--- src/rtl/fetch_unit_if.sv ---
// fetch_unit_if: instruction memory, decoder and redirect signals of the fetch stage
interface fetch_unit_if;
    logic        imem_req;
    logic [31:0] imem_addr;
    logic        imem_gnt;
    logic        imem_rvalid;
    logic [31:0] imem_rdata;
    logic        inst_valid;
    logic [31:0] inst;
    logic [31:0] inst_pc;
    logic        inst_ready;
    logic        redirect_valid;
    logic [31:0] redirect_pc;
    modport master (
        output imem_req, imem_addr, inst_valid, inst, inst_pc,
        input  imem_gnt, imem_rvalid, imem_rdata, inst_ready, redirect_valid, redirect_pc
    );
    modport slave (
        input  imem_req, imem_addr, inst_valid, inst, inst_pc,
        output imem_gnt, imem_rvalid, imem_rdata, inst_ready, redirect_valid, redirect_pc
    );
endinterface

--- src/rtl/fetch_unit.sv ---
// fetch_unit: RV32I fetch stage with one outstanding imem request and an in-order instruction queue
// Optional FETCH_NOP_FILL_EN: an empty queue presents addi x0,x0,0 instead of zero on inst.
module fetch_unit #(
    parameter logic [31:0] RESET_PC = 32'h0000_0000,
    parameter int          QDEPTH   = 2
) (
    input logic          clk,
    input logic          rst,
    fetch_unit_if.master bus
);
    localparam int AW = $clog2(QDEPTH);
    localparam int CW = AW + 1;
    localparam logic [CW-1:0] DEPTH = CW'(QDEPTH);
`ifdef FETCH_NOP_FILL_EN
    localparam logic [31:0] FILL = 32'h0000_0013;
`else
    localparam logic [31:0] FILL = 32'h0000_0000;
`endif
    typedef enum logic [1:0] {REQ, WAIT, FLUSH} state_t;
    state_t        state;
    logic [31:0]   pc;
    logic [31:0]   fpc;
    logic          req;
    logic [CW-1:0] count;
    logic [CW-1:0] ncount;
    logic [AW-1:0] head;
    logic [AW-1:0] tail;
    logic [31:0]   qinst [QDEPTH];
    logic [31:0]   qpc [QDEPTH];
    logic          valid;
    logic          fire;
    logic          push;
    logic          pop;
    logic          room;

    // handshake qualifiers and next queue occupancy (redirect empties the queue)
    always_comb begin
        fire   = req && bus.imem_gnt;
        push   = (state == WAIT) && bus.imem_rvalid && !bus.redirect_valid;
        pop    = valid && bus.inst_ready;
        ncount = bus.redirect_valid ? '0 : count + CW'(push) - CW'(pop);
        room   = ncount < DEPTH;
    end

    // queue storage: fetched word and its pc written at the tail
    always_ff @(posedge clk) begin
        if (push) begin
            qinst[tail] <= bus.imem_rdata;
            qpc[tail]   <= fpc;
        end
    end

    // fetch FSM, pc, queue pointers and the registered request for the next cycle
    always_ff @(posedge clk) begin
        if (rst) begin
            state <= REQ;
            pc    <= RESET_PC;
            fpc   <= RESET_PC;
            req   <= 1'b0;
            count <= '0;
            head  <= '0;
            tail  <= '0;
        end else begin
            count <= ncount;
            head  <= bus.redirect_valid ? '0 : head + AW'(pop);
            tail  <= bus.redirect_valid ? '0 : tail + AW'(push);
            if (bus.redirect_valid)
                pc <= {bus.redirect_pc[31:2], 2'b00};
            else if (fire)
                pc <= pc + 32'd4;
            if (fire)
                fpc <= pc;
            case (state)
                REQ: begin
                    state <= fire ? (bus.redirect_valid ? FLUSH : WAIT) : REQ;
                    req   <= !fire && room;
                end
                WAIT: begin
                    state <= bus.imem_rvalid ? REQ : (bus.redirect_valid ? FLUSH : WAIT);
                    req   <= bus.imem_rvalid && room;
                end
                FLUSH: begin
                    state <= bus.imem_rvalid ? REQ : FLUSH;
                    req   <= bus.imem_rvalid && room;
                end
                default: begin
                    state <= REQ;
                    req   <= 1'b0;
                end
            endcase
        end
    end

    assign valid          = count != '0;
    assign bus.imem_req   = req;
    assign bus.imem_addr  = pc;
    assign bus.inst_valid = valid;
    assign bus.inst       = valid ? qinst[head] : FILL;
    assign bus.inst_pc    = valid ? qpc[head] : 32'h0;
endmodule

--- src/flat_wrapper.sv ---
// flat-port wrapper written by rule: the top's interface ports become plain ports
module fetch_unit_flat 
#(
    parameter logic [31:0] RESET_PC = 32'h0000_0000,
    parameter int          QDEPTH   = 2
)
  (clk, rst, bus_imem_req, bus_imem_addr, bus_inst_valid, bus_inst, bus_inst_pc, bus_imem_gnt, bus_imem_rvalid, bus_imem_rdata, bus_inst_ready, bus_redirect_valid, bus_redirect_pc);
  fetch_unit_if bus_i ();
  input logic clk;
  input logic rst;
  output wire logic [$bits(bus_i.imem_req)-1:0] bus_imem_req;
  output wire logic [$bits(bus_i.imem_addr)-1:0] bus_imem_addr;
  output wire logic [$bits(bus_i.inst_valid)-1:0] bus_inst_valid;
  output wire logic [$bits(bus_i.inst)-1:0] bus_inst;
  output wire logic [$bits(bus_i.inst_pc)-1:0] bus_inst_pc;
  input wire logic [$bits(bus_i.imem_gnt)-1:0] bus_imem_gnt;
  input wire logic [$bits(bus_i.imem_rvalid)-1:0] bus_imem_rvalid;
  input wire logic [$bits(bus_i.imem_rdata)-1:0] bus_imem_rdata;
  input wire logic [$bits(bus_i.inst_ready)-1:0] bus_inst_ready;
  input wire logic [$bits(bus_i.redirect_valid)-1:0] bus_redirect_valid;
  input wire logic [$bits(bus_i.redirect_pc)-1:0] bus_redirect_pc;
  assign bus_imem_req = bus_i.imem_req;
  assign bus_imem_addr = bus_i.imem_addr;
  assign bus_inst_valid = bus_i.inst_valid;
  assign bus_inst = bus_i.inst;
  assign bus_inst_pc = bus_i.inst_pc;
  assign bus_i.imem_gnt = bus_imem_gnt;
  assign bus_i.imem_rvalid = bus_imem_rvalid;
  assign bus_i.imem_rdata = bus_imem_rdata;
  assign bus_i.inst_ready = bus_inst_ready;
  assign bus_i.redirect_valid = bus_redirect_valid;
  assign bus_i.redirect_pc = bus_redirect_pc;
  fetch_unit #(.RESET_PC(RESET_PC), .QDEPTH(QDEPTH)) u_core (.clk(clk), .rst(rst), .bus(bus_i));
endmodule
--- config.mk ---
export PLATFORM = sky130hd
export DESIGN_NAME = fetch_unit_flat
export DESIGN_NICKNAME = d
export VERILOG_FILES = /design/src/rtl/fetch_unit_if.sv /design/src/rtl/fetch_unit.sv /design/src/flat_wrapper.sv
export SDC_FILE = /design/constraint.sdc
export NUM_CORES = 1
export LEC_CHECK = 0
export CAP_MARGIN = 20
export CORE_UTILIZATION = 45
export CTS_CLUSTER_SIZE = 24
export DETAILED_ROUTE_END_ITERATION = 10
export PLACE_DENSITY_LB_ADDON = 0.25
export RECOVER_POWER = 25
export SLEW_MARGIN = 20
export SYNTH_ARGS = -nofsm -noshare
export SYNTH_HDL_FRONTEND = slang
export SYNTH_SLANG_ARGS = --single-unit
--- constraint.sdc ---
create_clock -name clk -period 4.8 [get_ports clk]
set_clock_uncertainty 0.15 [all_clocks]
set_input_delay 0.96 -clock clk [delete_from_list [all_inputs] [get_ports clk]]
set_output_delay 0.96 -clock clk [all_outputs]
set_load 0.1 [all_outputs]
==> results.ini <==
[status]
status = complete, no violations

[final_layout]
final_common_cell = clkdlybuf4s50_1
drive_above_1_share = 0.0558
fin_area_um2 = 10100
layout_common_cells = clkdlybuf4s50_1 (136), edfxtp_1 (124), nor2_1 (91), nand2_1 (85), dfxtp_1 (66)
multi_input_area_um2 = 2480
fillers = 1325
nNetsFinal = 873
seqCellArea_um2 = 5070
syn_to_final_growth_pct = 31.5
insertedDiodeCount = 0

[clock_network]
ctsResizeCount = 0
postCtsSetupRepairBufs = 0
clk_pin_slew_ps = 70
cts_tree = yes
cts_max_level = 4
clkLatencyLatePin_ps = 410
cts-root-buf = clkbuf_16
clk_path_buf_depth = 2
numClockSinks = 191
numCtsBuffers = 17
postCtsHoldBufs = 0

[timing]
fmax_mhz = 248
max_slew.worst_pin.slew_ps = 1040
maxSlewViolCount = 0
setup_tns_ps = 0
finalHoldViolCount = 0
worst_slack_ps = 763
setup_viol = 0
period_minus_slack_ps = 4040
rsz0062_at_grt = no
whs_ps = 304
fin_crit_sh = 0.841
slew_headroom = 0.301

[detailed_routing]
route.detailed.drc = 0
final_antenna_net_count = 0
first_iter_violations = 240
via_count = 5252
via_per_inst = 5.11
detail_route.wl_per_cell_um = 16.2
routed_wl_mm = 16.6
first_pass_iters = 4

[critical_path]
slowest_delay_ps = 1140
path_cells = buf_12 -> mux2i_1 -> nor2_1 -> clkdlybuf4s50_1
slowest_stage = clkdlybuf4s50_1
crit_required_ps = 3690
cp.arrival_ps = 2930
end_kind = output port
critPathBufInv = 2
critPathKind = reg2out
critPathLaunchType = register
critPathMaxFanout = 35
cp_top_family = buffers and inverters

[grt]
antenna_found_initial = 0
grt_pass1_vias = 5244
grtUsageTotal = 0.195
globalRoute.totalOverflow = 0
grt_max_degree = 63
grt_first_pass_wirelength_mm = 26.7

[placement]
hpwl_mm = 10.8
pre_cts_slack_ps = 1180
port_buffers = 161
placed_cell_area_um2 = 9540
gp_congestion = 0.781

[power]
power_density_nw_per_um2 = 351
p_leak_nw = 3.39
irDropWorstVdd_mv = 0.241

[floorplan]
dieArea_um2 = 17600
die_w_um = 133
die_height_um = 133
boundaryPins = 168
coreArea_um2 = 16600
floorplan.rows = 47
initial_utilization = 0.463

[logic_synthesis]
synth_area_per_cell_um2 = 12.0
synth_area_um2 = 7700
ys_warn_count = 0
ys_seq_area_frac = 0.658
netlist_instances = 644
ys_ff_latch = 191
synth_area_leaders = edfxtp_1 (48%), dfxtp_1 (17%), mux2i_1 (8.3%), nor2_1 (4.5%), nand2_1 (4.1%)
synth_cell_types = 34
synth.top_cell.area_share = 0.483
yosysTopAreaCell = edfxtp_1

[hold_path]
min_path_type = reg2reg

[job]
drv_cap = 0

-- synth_stat cells --
cell type,n
o22ai_1,1
edfxtp_1,124
conb_1,1
xor2_1,17
clkinv_1,1
nor4_4,1
or3_1,1
clkbuf_1,35
a211oi_1,15
mux2i_1,64
nand4bb_1,1
o21ai_0,5
a311oi_1,1
nor2b_1,1
nand2_1,85
buf_2,1
nor2_1,92
dfxtp_1,67
and2_1,3
and4_1,3
nand3_1,8
o2bb2ai_1,1
a31oi_1,1
inv_1,9
nand4_2,1
nor4_1,2
nor3_1,6
o21ba_2,1
ha_1,9
and3_1,11
xnor2_1,14
a21oi_1,43
nand4_1,15
buf_4,4
-- metal layers --
| layer | global-route usage | vias up | share of wire |
|---|---|---|---|
| met5 | 0 | - | 0 |
| met4 | 0.0773 | 0 | 0.022 |
| met3 | 0.0341 | 26 | 0.044 |
| met2 | 0.334 | 154 | 0.50 |
| met1 | 0.243 | 2495 | 0.43 |
| li1 | - | 2577 | - |
-- area by class of cell --
type | count | share of cell area
flip-flops and latches | 191 | 0.500
multi-input cells | 406 | 0.245
repair buffers | 168 | 0.166
clock buffers | 19 | 0.0427
well taps | 220 | 0.0272
clock inverters | 13 | 0.0157
inverters | 10 | 0.00371
-- where the power goes --
group / internal, mW / leakage [nW] / switching (mW)
Combinational: 0.107 / 1.35 / 0.236
Sequential: 1.77 / 1.74 / 0.0360
Clock: 0.824 / 0.288 / 0.588
-- state kept, by name, indices dropped and copies added (netlist names) --
name,count
u_core.qpc,60
u_core.count,2
u_core.bus.imem_addr,30
u_core.state,2
u_core.qinst,64
u_core.fpc,30
u_core.head,1
u_core.tail,1
u_core.bus.imem_req,1
-- worst register-to-register path: stages (launching register included) --
cell,delay [ps]
dfxtp_1,500
nand4_2,190
nor4_4,760
nand4_1,270
or3_1,360
a311oi_1,240
-- worst paths after layout --
| check | endpoint | startpoint | cells past startpoint | slack [ps] |
|---|---|---|---|---|
| setup / recovery | bus_inst[29] | u_core.head | 4 | 760 |
| hold / removal | u_core.qpc[1][30] | u_core.fpc[30] | 0 | 300 |
| setup reg to reg | u_core.bus.imem_addr[28] | u_core.bus.imem_addr[10] | 5 | 2240 |
| hold reg to reg | u_core.qpc[1][30] | u_core.fpc[30] | 0 | 300 |
-- logic make-up after synthesis --
kind of cell	synth area share
other	0.000487
buffers and inverters	0.0265
and+or+nand+nor	0.131
DFF	0.658
AOI/OAI and AO/OA	0.0510
muxes	0.0832
xor gates and xnor gates	0.0353
adders and majority gates	0.0146
-- metrics by stage --
stage	instances	power, mW	utilization
floorplan	647	2.06	-
global placement	995	2.18	0.573
detailed placement	995	2.19	0.573
CTS	1027	3.59	0.609
global route	1027	3.67	0.609
finish	1027	3.56	0.609
Note: power is estimated with default switching activity, not from simulation.
